File: config.mk
export PLATFORM = sky130hd
export DESIGN_NAME = urv_irq_arbiter
export DESIGN_NICKNAME = d
export VERILOG_FILES = /design/src/rtl/urv_irq_arbiter.sv
export SDC_FILE = /design/constraint.sdc
export NUM_CORES = 1
export LEC_CHECK = 0
export ABC_AREA = 1
export CAP_MARGIN = 20
export CORE_ASPECT_RATIO = 2
export CORE_MARGIN = 2
export CORE_UTILIZATION = 25
export CTS_CLUSTER_DIAMETER = 30
export DETAILED_ROUTE_END_ITERATION = 8
export HOLD_SLACK_MARGIN = 0.1
export PLACE_DENSITY = 0.53
export SLEW_MARGIN = 15
export SYNTH_ARGS = -nofsm -noshare
export SYNTH_HDL_FRONTEND = slang
export SYNTH_SLANG_ARGS = --single-unit
File: constraint.sdc
create_clock -name clk_i -period 2 [get_ports clk_i]
set_clock_uncertainty 0.1 [all_clocks]
set_input_delay 0.4 -clock clk_i [delete_from_list [all_inputs] [get_ports clk_i]]
set_output_delay 0.4 -clock clk_i [all_outputs]
set_load 0.005 [all_outputs]
File: src/rtl/urv_irq_arbiter.sv
// External-interrupt arbiter: synchronises N_IRQ sources, latches edges or follows levels,
// masks with ENABLE, presents the lowest-index request to the core on exp_irq_o, and runs
// a single-outstanding claim/complete handshake over a 4-word register bus (1-cycle ack).
module urv_irq_arbiter #(
  parameter int               N_IRQ     = 8,
  parameter logic [N_IRQ-1:0] EDGE_MASK = '0
) (
  input  logic             clk_i,
  input  logic             rst_i,
  input  logic [N_IRQ-1:0] irq_i,
  input  logic [1:0]       reg_addr_i,
  input  logic             reg_we_i,
  input  logic             reg_re_i,
  input  logic [31:0]      reg_wdata_i,
  output logic [31:0]      reg_rdata_o,
  output logic             reg_ack_o,
  output logic             exp_irq_o,
  output logic [4:0]       irq_id_o
);

  localparam logic [1:0] ADDR_PENDING  = 2'd0;
  localparam logic [1:0] ADDR_ENABLE   = 2'd1;
  localparam logic [1:0] ADDR_CLAIM    = 2'd2;
  localparam logic [1:0] ADDR_COMPLETE = 2'd3;

  typedef enum logic [1:0] {
    ST_IDLE    = 2'd0,
    ST_REQ     = 2'd1,
    ST_SERVICE = 2'd2
  } state_t;

  state_t state_q, state_d;

  // Synchroniser chain; s3 is a one-cycle delay of s2 used only for rising-edge detection.
  logic [N_IRQ-1:0] s1_q, s1_d;
  logic [N_IRQ-1:0] s2_q, s2_d;
  logic [N_IRQ-1:0] s3_q, s3_d;

  logic [N_IRQ-1:0] pend_q, pend_d;
  logic [N_IRQ-1:0] en_q, en_d;
  logic [4:0]       id_q, id_d;
  logic [31:0]      rdata_q, rdata_d;
  logic             ack_q, ack_d;

  logic [N_IRQ-1:0] req;
  logic             has_req;
  logic [4:0]       win_id;
  logic             claim_hit;
  logic             complete_hit;
  logic             pend_wr;
  logic             en_wr;
  logic [31:0]      rd_val;

  // Upper write-data bits beyond the source count carry no meaning here.
  logic unused_wdata;
  assign unused_wdata = ^reg_wdata_i;

  // Masked request vector and lowest-index winner (scan downwards so the lowest set bit wins).
  always_comb begin
    req     = pend_q & en_q;
    has_req = |req;
    win_id  = 5'd0;
    for (int i = N_IRQ - 1; i >= 0; i--) begin
      if (req[i]) begin
        win_id = 5'(i);
      end
    end
  end

  // Bus decode. A simultaneous write suppresses the claim side effect of a read.
  always_comb begin
    claim_hit    = reg_re_i && !reg_we_i && (reg_addr_i == ADDR_CLAIM)
                   && (state_q == ST_REQ) && has_req;
    complete_hit = reg_we_i && (reg_addr_i == ADDR_COMPLETE)
                   && (state_q == ST_SERVICE) && (reg_wdata_i[4:0] == id_q);
    pend_wr      = reg_we_i && (reg_addr_i == ADDR_PENDING);
    en_wr        = reg_we_i && (reg_addr_i == ADDR_ENABLE);
  end

  // Read mux; a claim that does not hit returns zero with bit 31 clear.
  always_comb begin
    rd_val = 32'd0;
    case (reg_addr_i)
      ADDR_PENDING:  rd_val = 32'(pend_q);
      ADDR_ENABLE:   rd_val = 32'(en_q);
      ADDR_CLAIM:    rd_val = claim_hit ? {1'b1, 26'd0, win_id} : 32'd0;
      ADDR_COMPLETE: rd_val = 32'd0;
      default:       rd_val = 32'd0;
    endcase
  end

  // Next-state for the datapath: sync chain, pending, enable, in-service id and bus response.
  always_comb begin
    s1_d = irq_i;
    s2_d = s1_q;
    s3_d = s2_q;

    for (int i = 0; i < N_IRQ; i++) begin
      if (EDGE_MASK[i]) begin
        // A new edge in the same cycle as a clear must not be lost, so set dominates.
        pend_d[i] = (s2_q[i] & ~s3_q[i])
                    | (pend_q[i] & ~((claim_hit && (win_id == 5'(i)))
                                     || (pend_wr && reg_wdata_i[i])));
      end else begin
        pend_d[i] = s2_q[i];
      end
    end

    en_d = en_wr ? reg_wdata_i[N_IRQ-1:0] : en_q;

    id_d = id_q;
    if (claim_hit) begin
      id_d = win_id;
    end else if (complete_hit) begin
      id_d = 5'd0;
    end

    ack_d   = reg_re_i || reg_we_i;
    rdata_d = reg_re_i ? rd_val : 32'd0;
  end

  // Datapath registers with synchronous reset.
  always_ff @(posedge clk_i) begin
    if (rst_i) begin
      s1_q    <= '0;
      s2_q    <= '0;
      s3_q    <= '0;
      pend_q  <= '0;
      en_q    <= '0;
      id_q    <= 5'd0;
      rdata_q <= 32'd0;
      ack_q   <= 1'b0;
    end else begin
      s1_q    <= s1_d;
      s2_q    <= s2_d;
      s3_q    <= s3_d;
      pend_q  <= pend_d;
      en_q    <= en_d;
      id_q    <= id_d;
      rdata_q <= rdata_d;
      ack_q   <= ack_d;
    end
  end

  // FSM state register.
  always_ff @(posedge clk_i) begin
    if (rst_i) begin
      state_q <= ST_IDLE;
    end else begin
      state_q <= state_d;
    end
  end

  // FSM next state: request, claim into service, release on matching complete.
  always_comb begin
    state_d = state_q;
    case (state_q)
      ST_IDLE: begin
        if (has_req) begin
          state_d = ST_REQ;
        end
      end
      ST_REQ: begin
        if (claim_hit) begin
          state_d = ST_SERVICE;
        end else if (!has_req) begin
          state_d = ST_IDLE;
        end
      end
      ST_SERVICE: begin
        if (complete_hit) begin
          state_d = ST_IDLE;
        end
      end
      default: state_d = ST_IDLE;
    endcase
  end

  // FSM outputs: the core is only interrupted while a request waits to be claimed.
  always_comb begin
    exp_irq_o = (state_q == ST_REQ);
  end

  assign reg_rdata_o = rdata_q;
  assign reg_ack_o   = ack_q;
  assign irq_id_o    = id_q;

endmodule

---- After elaboration in Yosys (flattened, before gate mapping) ----
Cells that the tools add are included.
cells by class
  multiplexer cells ....................... 17
  reductions and logical operators ........ 16
  eq/ne operators ......................... 9
  bitwise logic cells ..................... 2
operator list
  operator            number
  $pmux 32 s4         1
  $mux 5              9
  $mux 32             1
  $and 8x8->8         1
  $logic_and 1x1->1   8
  $mux 2              4
  $reduce_or 8->1     1
  $eq 2x2->1 const B  3
  $pmux 2 s3          1
  $eq 5x5->1          1
  $eq 2x1->1 const B  2
  $logic_not 2->1     2
  $ne 2x2->1 const B  2
  $mux 3              1
  $ne 3x2->1 const B  1
  $reduce_and 3->1    1
  $reduce_bool 2->1   1
  $reduce_or 2->1     1
  $logic_not 1->1     1
  $logic_or 1x1->1    1
  $not 1->1           1
word-level totals
  register bits after elaboration ......... 72
  bits of input ports ..................... 46
  output and inout port bits .............. 39

---- Logic depth before layout (Yosys ltp) ----
  depth in word-level cells ............... 11
  depth in mapped cells ................... 10

---- Worst setup path before layout ----
No wires, ideal clock.
  path kind ............................... input-to-reg
  start ................................... input reg_addr_i[0]
  end ..................................... register en_q[7]
  setup time .............................. 0.132 ns
  data required time ...................... 1.768 ns
  arrival ................................. 1.095 ns
  cell stages on the path ................. 6
  slack ................................... 0.673 ns
  cell sequence ........................... inv_1 > buf_2 > nor2_1 > nand2_1 > nand2_1 > a21oi_1
between the ends
  longest elaborated chain between the ends .. 2
ends and longest elaborated chain
  what                  line  RTL
  from (decl)           11    input logic [1:0] reg_addr_i,
  $eq 2x1->1            77    en_wr = reg_we_i && (reg_addr_i == ADDR_ENABLE);
  $logic_and 1x1->1     77
  to (signal assigned)  138   en_q <= en_d;
  to (decl)             40    logic [N_IRQ-1:0] en_q, en_d;
No other way between the ends.
A chain may end at the register's enable or synchronous reset.

---- Worst setup path in the final report ----
  start ................................... register state_q[1]
  end ..................................... output exp_irq_o
between the ends
  longest elaborated chain between the ends .. 1
ends and longest elaborated chain
  what                    line  RTL
  from (decl)             32    state_t state_q, state_d;
  from (signal assigned)  150   state_q <= state_d;
  $eq 2x1->1              181   exp_irq_o = (state_q == ST_REQ);
  to (decl)               17    output logic exp_irq_o,
No other way between the ends.

==> metrics list <==
- Share of the clock period used by the worst path after layout: 90.2%
- Clock root buffer master: clkbuf_16
- In the final design database the tool counted 331 nets.
- The max-slew violation count was 0.
- Upper clock frequency limit: 0.555 GHz
* Port Buffer Count: 35
* Average detailed-routed wire length per instance: 10.1 µm
- Library cell contributing the largest single delay on the critical path: clkdlybuf4s50_1
- Maximum ir drop on the vdd rail: 0.000320 V
- Data on the critical path is required at its endpoint by 1500 ps.
- In this run the core area contains 44 standard-cell rows.
* Wire length of the first global-routing pass: 6230 µm
* Clock tree from TritonCTS: done
- In the synthesized netlist, the number of instances is 246.
* CP peak stage delay: 490 ps
* Clock transition at the registers of the reported paths: 60 ps
- At the end of routability-driven placement, the weighted congestion stood at 0.814.
- In this run the power density over the cells is 847 mW/mm².
- Sequential cell area fraction in the yosys report: 50.1%
- Leading cell type in the layout, fill and taps excluded: dfxtp_1
* Total number of yosys warnings: 0
- The mapped netlist covers 0.00188 mm².
* HPWL after detailed placement: 2820 µm
- The clock tree synthesis step divided the H-tree into 2 levels.
- Final wirelength: 3810 µm
- The longest clock path from root to sink contains 2 buffers.
- The die covers 0.00826 mm².
- Setup repair after global routing left no endpoint under its margin.
* Antenna diodes: 0
- Combinational logic is responsible for 7.1% of the overall power.
- Buffers inserted during clock tree synthesis total 5.
* Total via count in the routed design: 1493
- In this run the vertical extent of the chip is 127 µm.
- Share of post-route cells with drive strength above 1: 4.56%
- Via count of the first global-routing pass: 1338
- Relative to the synthesized area, the layout overhead comes to 28.5%.
- After clock tree synthesis, the setup repair step added 0 buffers.
- Total congestion overflow after global routing: 0
- Antenna viol nets, final: 0
- Critical path startpoint category: flop
- Clock latency on the worst-skew pair: 280 ps
- Class of the tightest hold or removal check: reg -> reg
* Minimum clock period after layout: 1800 ps
* Startpoint of the worst register-to-register path: en_q[6]
- Sort of element at the end of the critical path: primary output
- From left edge to right edge, the die measures 65.3 µm.
- The final count of hold timing violations came to 0.
- Of the total power, registers draw 47.7%.
- In this run, synthesis produced a sequential element count of 47.
* Path type of the worst setup path: reg -> out
* Flop2flop setup slack: 520 ps
- After detailed routing, the number of vias per cell comes to 3.96.
* Most frequent CP cell: inv_1
* Count of hold buffers inserted by post-cts repair: 0
- Remaining DRCs: 0
* Initial antenna violation count: 0
* Pin count of the biggest net entering global routing: 40
- Area of the placeable core: 0.00727 mm²
* Cell breakdown of the critical path: inv_1 > nand2_1 > inv_1 > clkdlybuf4s50_1
- Avg Cell Area, Syn: 7.63 µm²
- Starting Density: 25.8%
- Clk sinks: 47
* Number of optimization iterations in the first detailed-route pass: 4
- Sw Pwr: 0.429 mW
* Final setup violation count: 0
* Clock network fraction of design power: 45.2%
* Commonest cells after routing, fill and taps aside: 47 x dfxtp_1, 41 x nand2_1, 37 x inv_1
* Switching portion of total power: 21.0%
- For this design the static power due to leakage is 1.05 nW.
- Share of the core filled with cells in the final layout: 33.2%
- The startpoint identified for the worst hold timing path is s1_q[1].
- The number of gates resized after CTS was 0.
* Synth unique cells: 19
* Status: finished, final reports clean
* Drt initial violations: 70
- GRT Util Overall: 10.0%
- Fillcell total: 817
- Worst-path fanout max: 3
- STA puts the critical path data arrival time at 1300 ps.
- Power comes to 2.04 mW.
- Max Cap Violations: 0
- Design internal power: 1.62 mW
- 85 I/O pins were placed.
* Timing startpoint of the critical path: state_q[1]
[critical path, delay by kind of cell (launching register included)]
| kind | cells | cell delay (ps) |
|---|---|---|
| flops | 1 | 320 |
| buf+inv | 3 | 620 |
| simple gates | 1 | 80 |
[routing by layer]
layer | global-route usage, % | vias to the layer above | routed length (µm)
met1 | 9.53 | 647 | 1360
met3 | 2.48 | 8 | 235
met5 | 0 | - | 0
met4 | 6.86 | 0 | 124
met2 | 18.1 | 62 | 2090
li1 | - | 776 | -
[synth_stat cells]
cell,n,area (µm²)
o21ai_0,6,30.0
buf_1,1,3.75
dfxtp_1,47,941
nand2_1,41,154
conb_1,1,3.75
nand3b_1,2,15.0
inv_1,37,139
nor2_1,34,128
nor3b_1,1,7.51
buf_2,2,10.0
clkbuf_1,3,11.3
nand3_1,19,95.1
o211ai_1,1,7.51
xnor2_1,1,8.76
nand4_1,1,6.26
a21oi_1,21,105
a31o_2,1,8.76
xor2_1,1,8.76
buf_4,26,195
[metrics by stage]
stage | instance area (µm²) | worst slack (ps) | TNS [ps] | hold slack, ps | std cells
3_5_place_dp | 2250 | -5.39 | -5.39 | 293 | 370
5_1_grt | 2410 | 89.3 | 0 | 313 | 377
3_3_place_gp | 2250 | 19.3 | 0 | 290 | 370
6_report | 2410 | 197 | 0 | 300 | 377
2_1_floorplan | 1970 | 673 | 0 | 288 | 270
4_1_cts | 2410 | 175 | 0 | 302 | 377
[cells by family (layout without fill, tap and decap cells)]
logic type,Yosys count,count (layout),synth area share [%]
XOR/XNOR,2,2,0.933
AND/OR/NAND/NOR,98,98,21.6
AO/OA/AOI/OAI,29,29,8.06
flip-flops,47,47,50.1
other,1,25,0.200
buffers and inverters,69,84,19.1
[registers in the layout, summed over array words and instances (netlist names)]
register / flops
s1_q: 8
pend_q: 8
irq_id_o: 3
reg_ack_o: 1
state_q: 2
pend_d: 8
en_q: 8
reg_rdata_o: 9
[path summary, 6_finish.rpt]
path,depth (start not counted),to
max,4,exp_irq_o
min reg2reg,2,pend_d[1]
min,2,pend_d[1]
max reg2reg,8,irq_id_o[1]
[power groups by stage]
stage	combinational [mW]	clock (mW)	sequential, mW
finish	0.145	0.924	0.975
floorplan	0.106	0	0.994
detailed placement	0.145	0	0.996
CTS	0.145	0.948	0.975
global route	0.163	0.994	0.977
global placement	0.144	0	0.995
[cell type report]
type | count | area, µm² | share of cell area [%]
Clock buffer | 5 | 125 | 5.18
Clock inverter | 2 | 37.5 | 1.56
Inverter | 37 | 139 | 5.75
Multi-Input combinational cell | 154 | 668 | 27.7
Sequential cell | 47 | 941 | 39.0
Tap cell | 92 | 115 | 4.77
Timing Repair Buffer | 40 | 388 | 16.1
Note: power is estimated with default switching activity, not from simulation.
